**src/rtl/bus_arbiter.sv**
```systemverilog
// Four-master round-robin arbiter for a shared bus; the owner's bus signals
// pass through combinationally and only the owner sees the slave's ready.
// Ports: clk, reset (async, active-low); mN_req_/mN_grnt_ (active-low);
// mN_addr/as_/rw/wr_data in; mN_rdy_ out; s_* shared bus; owner, busy.
module bus_arbiter #(
  parameter int ADDR_W = 30,
  parameter int DATA_W = 32
) (
  input  logic              clk,
  input  logic              reset,
  input  logic              m0_req_,
  input  logic              m1_req_,
  input  logic              m2_req_,
  input  logic              m3_req_,
  output logic              m0_grnt_,
  output logic              m1_grnt_,
  output logic              m2_grnt_,
  output logic              m3_grnt_,
  input  logic [ADDR_W-1:0] m0_addr,
  input  logic [ADDR_W-1:0] m1_addr,
  input  logic [ADDR_W-1:0] m2_addr,
  input  logic [ADDR_W-1:0] m3_addr,
  input  logic              m0_as_,
  input  logic              m1_as_,
  input  logic              m2_as_,
  input  logic              m3_as_,
  input  logic              m0_rw,
  input  logic              m1_rw,
  input  logic              m2_rw,
  input  logic              m3_rw,
  input  logic [DATA_W-1:0] m0_wr_data,
  input  logic [DATA_W-1:0] m1_wr_data,
  input  logic [DATA_W-1:0] m2_wr_data,
  input  logic [DATA_W-1:0] m3_wr_data,
  output logic              m0_rdy_,
  output logic              m1_rdy_,
  output logic              m2_rdy_,
  output logic              m3_rdy_,
  output logic [ADDR_W-1:0] s_addr,
  output logic              s_as_,
  output logic              s_rw,
  output logic [DATA_W-1:0] s_wr_data,
  input  logic              s_rdy_,
  output logic [1:0]        owner,
  output logic              busy
);

  typedef enum logic {IDLE, OWNED} state_t;

  state_t      state_q, state_d;
  logic [1:0]  owner_q, owner_d;
  logic [1:0]  last_q, last_d;

  logic [3:0]        req;
  logic [3:0]        as_n;
  logic [3:0]        rw;
  logic [ADDR_W-1:0] addr [4];
  logic [DATA_W-1:0] wdat [4];

  assign req  = ~{m3_req_, m2_req_, m1_req_, m0_req_};
  assign as_n = {m3_as_, m2_as_, m1_as_, m0_as_};
  assign rw   = {m3_rw, m2_rw, m1_rw, m0_rw};
  assign addr = '{m0_addr, m1_addr, m2_addr, m3_addr};
  assign wdat = '{m0_wr_data, m1_wr_data,
                  m2_wr_data, m3_wr_data};

  // Circular search from last+1; last itself is visited at k=4.
  logic       found;
  logic [1:0] win;
  logic [1:0] idx;

  always_comb begin
    found = 1'b0;
    win   = 2'd0;
    idx   = 2'd0;
    for (int k = 1; k <= 4; k++) begin
      idx = last_q + 2'(k);
      if (!found && req[idx]) begin
        found = 1'b1;
        win   = idx;
      end
    end
  end

  always_comb begin
    state_d = state_q;
    owner_d = owner_q;
    last_d  = last_q;
    unique case (state_q)
      IDLE: begin
        if (found) begin
          state_d = OWNED;
          owner_d = win;
          last_d  = win;
        end
      end
      OWNED: begin
        // Owner's request is inactive here, so it cannot be the winner.
        if (!req[owner_q]) begin
          if (found) begin
            owner_d = win;
            last_d  = win;
          end else begin
            state_d = IDLE;
          end
        end
      end
      default: state_d = IDLE;
    endcase
  end

  always_ff @(posedge clk or negedge reset) begin
    if (!reset) begin
      state_q <= IDLE;
      owner_q <= 2'd0;
      last_q  <= 2'd3;
    end else begin
      state_q <= state_d;
      owner_q <= owner_d;
      last_q  <= last_d;
    end
  end

  logic       own;
  logic [3:0] sel;
  logic [3:0] grnt_n;
  logic [3:0] rdy_n;

  assign own    = (state_q == OWNED);
  assign sel    = own ? (4'b0001 << owner_q) : 4'b0000;
  assign grnt_n = ~sel;
  assign rdy_n  = s_rdy_ ? 4'hF : ~sel;

  assign {m3_grnt_, m2_grnt_, m1_grnt_, m0_grnt_} = grnt_n;
  assign {m3_rdy_, m2_rdy_, m1_rdy_, m0_rdy_}     = rdy_n;

  assign s_addr    = own ? addr[owner_q] : '0;
  assign s_as_     = own ? as_n[owner_q] : 1'b1;
  assign s_rw      = own ? rw[owner_q]   : 1'b1;
  assign s_wr_data = own ? wdat[owner_q] : '0;

  assign owner = owner_q;
  assign busy  = own;

endmodule

```
**config.mk**
```make
export PLATFORM = sky130hd
export DESIGN_NAME = bus_arbiter
export DESIGN_NICKNAME = d
export VERILOG_FILES = /design/src/rtl/bus_arbiter.sv
export SDC_FILE = /design/constraint.sdc
export NUM_CORES = 1
export LEC_CHECK = 0
export CAP_MARGIN = 20
export CORE_AREA = 4 4 128 130
export CTS_BUF_LIST = sky130_fd_sc_hd__clkbuf_4 sky130_fd_sc_hd__clkbuf_8 sky130_fd_sc_hd__clkbuf_16
export CTS_CLUSTER_SIZE = 40
export DETAILED_ROUTE_END_ITERATION = 16
export DIE_AREA = 0 0 132 134
export PLACE_DENSITY = 0.55
export SYNTH_ARGS = -nofsm -noshare
export SYNTH_HDL_FRONTEND = slang
export SYNTH_SLANG_ARGS = --single-unit
```
**constraint.sdc**
```tcl
create_clock -name clk -period 2.12 [get_ports clk]
set_input_delay 0.424 -clock clk [delete_from_list [all_inputs] [get_ports clk]]
set_output_delay 0.424 -clock clk [all_outputs]
set_load 0.1 [all_outputs]
```
==> flow_metrics.env <==
export IMPL_outcome="finished with violations"
export IMPL_violations="setup timing"
export IMPL_core_um2=15100
export IMPL_yosys_register_bits=5
export IMPL_ir_drop_mv=0.998
export IMPL_yosys_warnings=0
export IMPL_clkTransAtPathRegs_ns=0.03
export IMPL_tritoncts="built"
export IMPL_internal_power_mw=6.38
export IMPL_synth_edf_count=0
export IMPL_p_sw_share_pct=55.4
export IMPL_syn_area_um2=2390
export IMPL_grt_overflow_total=0
export IMPL_cp_num_buf_inv=4
export IMPL_grt_pass1_vias=3611
export IMPL_synth_top_area_share_pct=60.2
export IMPL_drive_gt1_share_pct=45.7
export IMPL_drt_vias_per_instance=4.44
export IMPL_period_needed_ns=2.30
export IMPL_place_area_um2=6870
export IMPL_clk_path_buf_depth=2
export IMPL_fin_nets=796
export IMPL_dp_hpwl_mm=13.3
export IMPL_seq_area_um2=139
export IMPL_fillCellCount=1347
export IMPL_portBuffers=337
export IMPL_setup_slack_ns=-0.180
export IMPL_grt_max_degree=46
export IMPL_max_stage_delay_ns=0.50
export IMPL_die_w_um=132
export IMPL_ys_flop_type="dfrtp_1"
export IMPL_post_route_period_util_pct=108
export IMPL_drt_wl_total_mm=15.9
export IMPL_post_route_drc_count=0
export IMPL_synth_cells=191
export IMPL_critPathLaunchType="register"
export IMPL_cts_root_buf="clkbuf_16"
export IMPL_wire_per_inst_um=22.1
export IMPL_gp_congestion=0.926
export IMPL_synth_yosys_seq_area_share_pct=5.33
export IMPL_final_cell_area_um2=7220
export IMPL_setup_violations=68
export IMPL_clkPwrFrac_pct=2.3
export IMPL_dp_cells=705
export IMPL_synthArstFlopShare_pct=100
export IMPL_diodes=0
export IMPL_critical_path_class="reg -> out"
export IMPL_synth_top_area_cell="mux4_2"
export IMPL_initial_utilization_pct=15.8
export IMPL_synth_most_common_cell="mux4_2"
export IMPL_worstSkewPairLatency_ns=0.23
export IMPL_fp_dieH_um=134
export IMPL_worst_pin_slew_ns=0.427
export IMPL_crit_top_cell="buf_12"
export IMPL_hold_path_class="in -> async"
export IMPL_area_delta_synth_final_pct=201
export IMPL_clock_skew_ns=0.000225
export IMPL_htreeDepth=1
export IMPL_rows=45
export IMPL_postCtsHoldBufs=0
export IMPL_clock_sinks=5
export IMPL_p_leak_nw=2.83
export IMPL_powerDensity_nw_per_um2=1980
export IMPL_dieArea_um2=17700
export IMPL_grt_pass1_wl_mm=22.8
export IMPL_crit_path_end_kind="primary output"
export IMPL_netlist_top_cells_count="64 x mux4_2, 62 x and2_1, 8 x buf_2"
export IMPL_synthTopCellsByArea="mux4_2 60%, and2_1 16%, buf_12 5.0%"
export IMPL_worstPathCellList="buf_8 > buf_12 > buf_16 > mux4_2 > and2_4 > buf_12"
export IMPL_cp_top_family="buffers and inverters"
export IMPL_postLayoutCoreUtil_pct=47.7
export IMPL_num_vias=3199
export IMPL_fin_total_pwr_mw=14.3
export IMPL_critPathMaxFanout=4
export IMPL_ios=338
export IMPL_ant_nets=0
export IMPL_cap_violations=0
export IMPL_syn_avg_cell_area_um2=12.5
export IMPL_grt_usage_pct=16.6
export IMPL_synth_nets=454
export IMPL_slowest_stage="dfrtp_4"
export IMPL_cts_buffers=3
export IMPL_antenna_found_initial=0
export IMPL_switchingPower_mw=7.91
export IMPL_yosysUniqueCellTypes=25
export IMPL_p_comb_share_pct=96.1
export IMPL_fin_cells=720
export IMPL_cp_required_ns=1.70
export IMPL_power_frac_seq_pct=1.6
export IMPL_holdWs_ns=0.426
export IMPL_timing_slew_headroom_pct=71.5
export IMPL_drt_iter0_drc=70
export IMPL_drt_pass1_iter_count=4
export IMPL_multi_input_area_um2=2240
export IMPL_hold_violations=0
export IMPL_maxSlewViolCount=0
export IMPL_crit_arrival_ns=1.88
export IMPL_rsz0062_at_grt="yes"
export IMPL_max_freq_ghz=0.435
-- sequential cells by signal (all words and copies together) (netlist names) --
name    cells
busy        1
owner       2
last_q      2
-- routing by layer --
layer	vias to the layer above	part of all wire (%)	routed length, um	global-route usage, %
met5	-	0	0	0
met1	1562	39	6160	19.4
met2	170	53	8460	31.2
met3	15	6.9	1100	4.05
li1	1452	-	-	-
met4	0	1.2	195	2.63
-- through the flow --
stage          setup TNS, ns  worst slack, ns
2_1_floorplan          -3.00           -0.184
3_3_place_gp          -0.108          -0.0504
3_5_place_dp          -0.116          -0.0328
4_1_cts               -11.19           -0.231
5_1_grt               -11.54           -0.222
6_report               -8.20           -0.180
-- placed cells by master, fill, tap and decap left out, drive strengths merged --
cell	synthesis	routed
clkdlybuf4s50	0	262
buf	16	95
mux4	64	64
and2	62	62
clkbuf	7	7
nand2	6	6
nand3	5	5
nand2b	5	5
mux2i	4	4
dfrtp	3	3
nor2b	2	2
nor2	2	2
inv	2	2
a21o	2	2
dfstp	2	2
nand3b	1	1
nand4	1	1
o21ai	1	1
mux2	1	1
o22ai	1	1
a21oi	1	1
or3b	1	1
o2111ai	1	1
and4	1	1
-- power groups by stage --
stage	logic, mW	clock network, mW	registers (mW)
floorplan	8.62	0	0.350
global placement	13.1	0	0.250
detailed placement	13.1	0	0.258
CTS	13.6	0.332	0.226
global route	14.1	0.340	0.239
finish	13.7	0.327	0.227
-- logic make-up after synthesis --
kind of cell / after synthesis / share of synthesized area [%]
AO/OA/AOI/OAI: 6 / 1.67
buffers and inverters: 25 / 9.04
flip-flops: 5 / 5.33
multiplexers: 69 / 62.3
AND/OR/NAND/NOR: 86 / 21.6
-- cell type report --
type	count	share of cell area (%)
timing repair buffer	360	62.5
multi-input combinational	161	31.0
clock buffer	4	1.14
inverter	2	0.104
tap	188	3.26
sequential	5	1.92
-- timing repair --
action,in CTS,in global routing
endpoints found under the hold margin,0,0
resized for setup,9,20
endpoints found under the setup margin,67,68
setup buffers,6,1
gates cloned,3,3
-- worst paths after layout --
kind,start,to,slack (ns),cells past startpoint
max in group asynchronous,reset,last_q[1],1.44,1
hold reg to reg,last_q[0],last_q[0],0.50,2
min in group clk,last_q[0],last_q[0],0.50,2
setup / recovery,owner[0],s_wr_data[6],-0.18,6
setup reg to reg,owner[0],owner[0],0.27,9
hold / removal,reset,busy,0.43,1
Note: power is estimated with default switching activity, not from simulation.
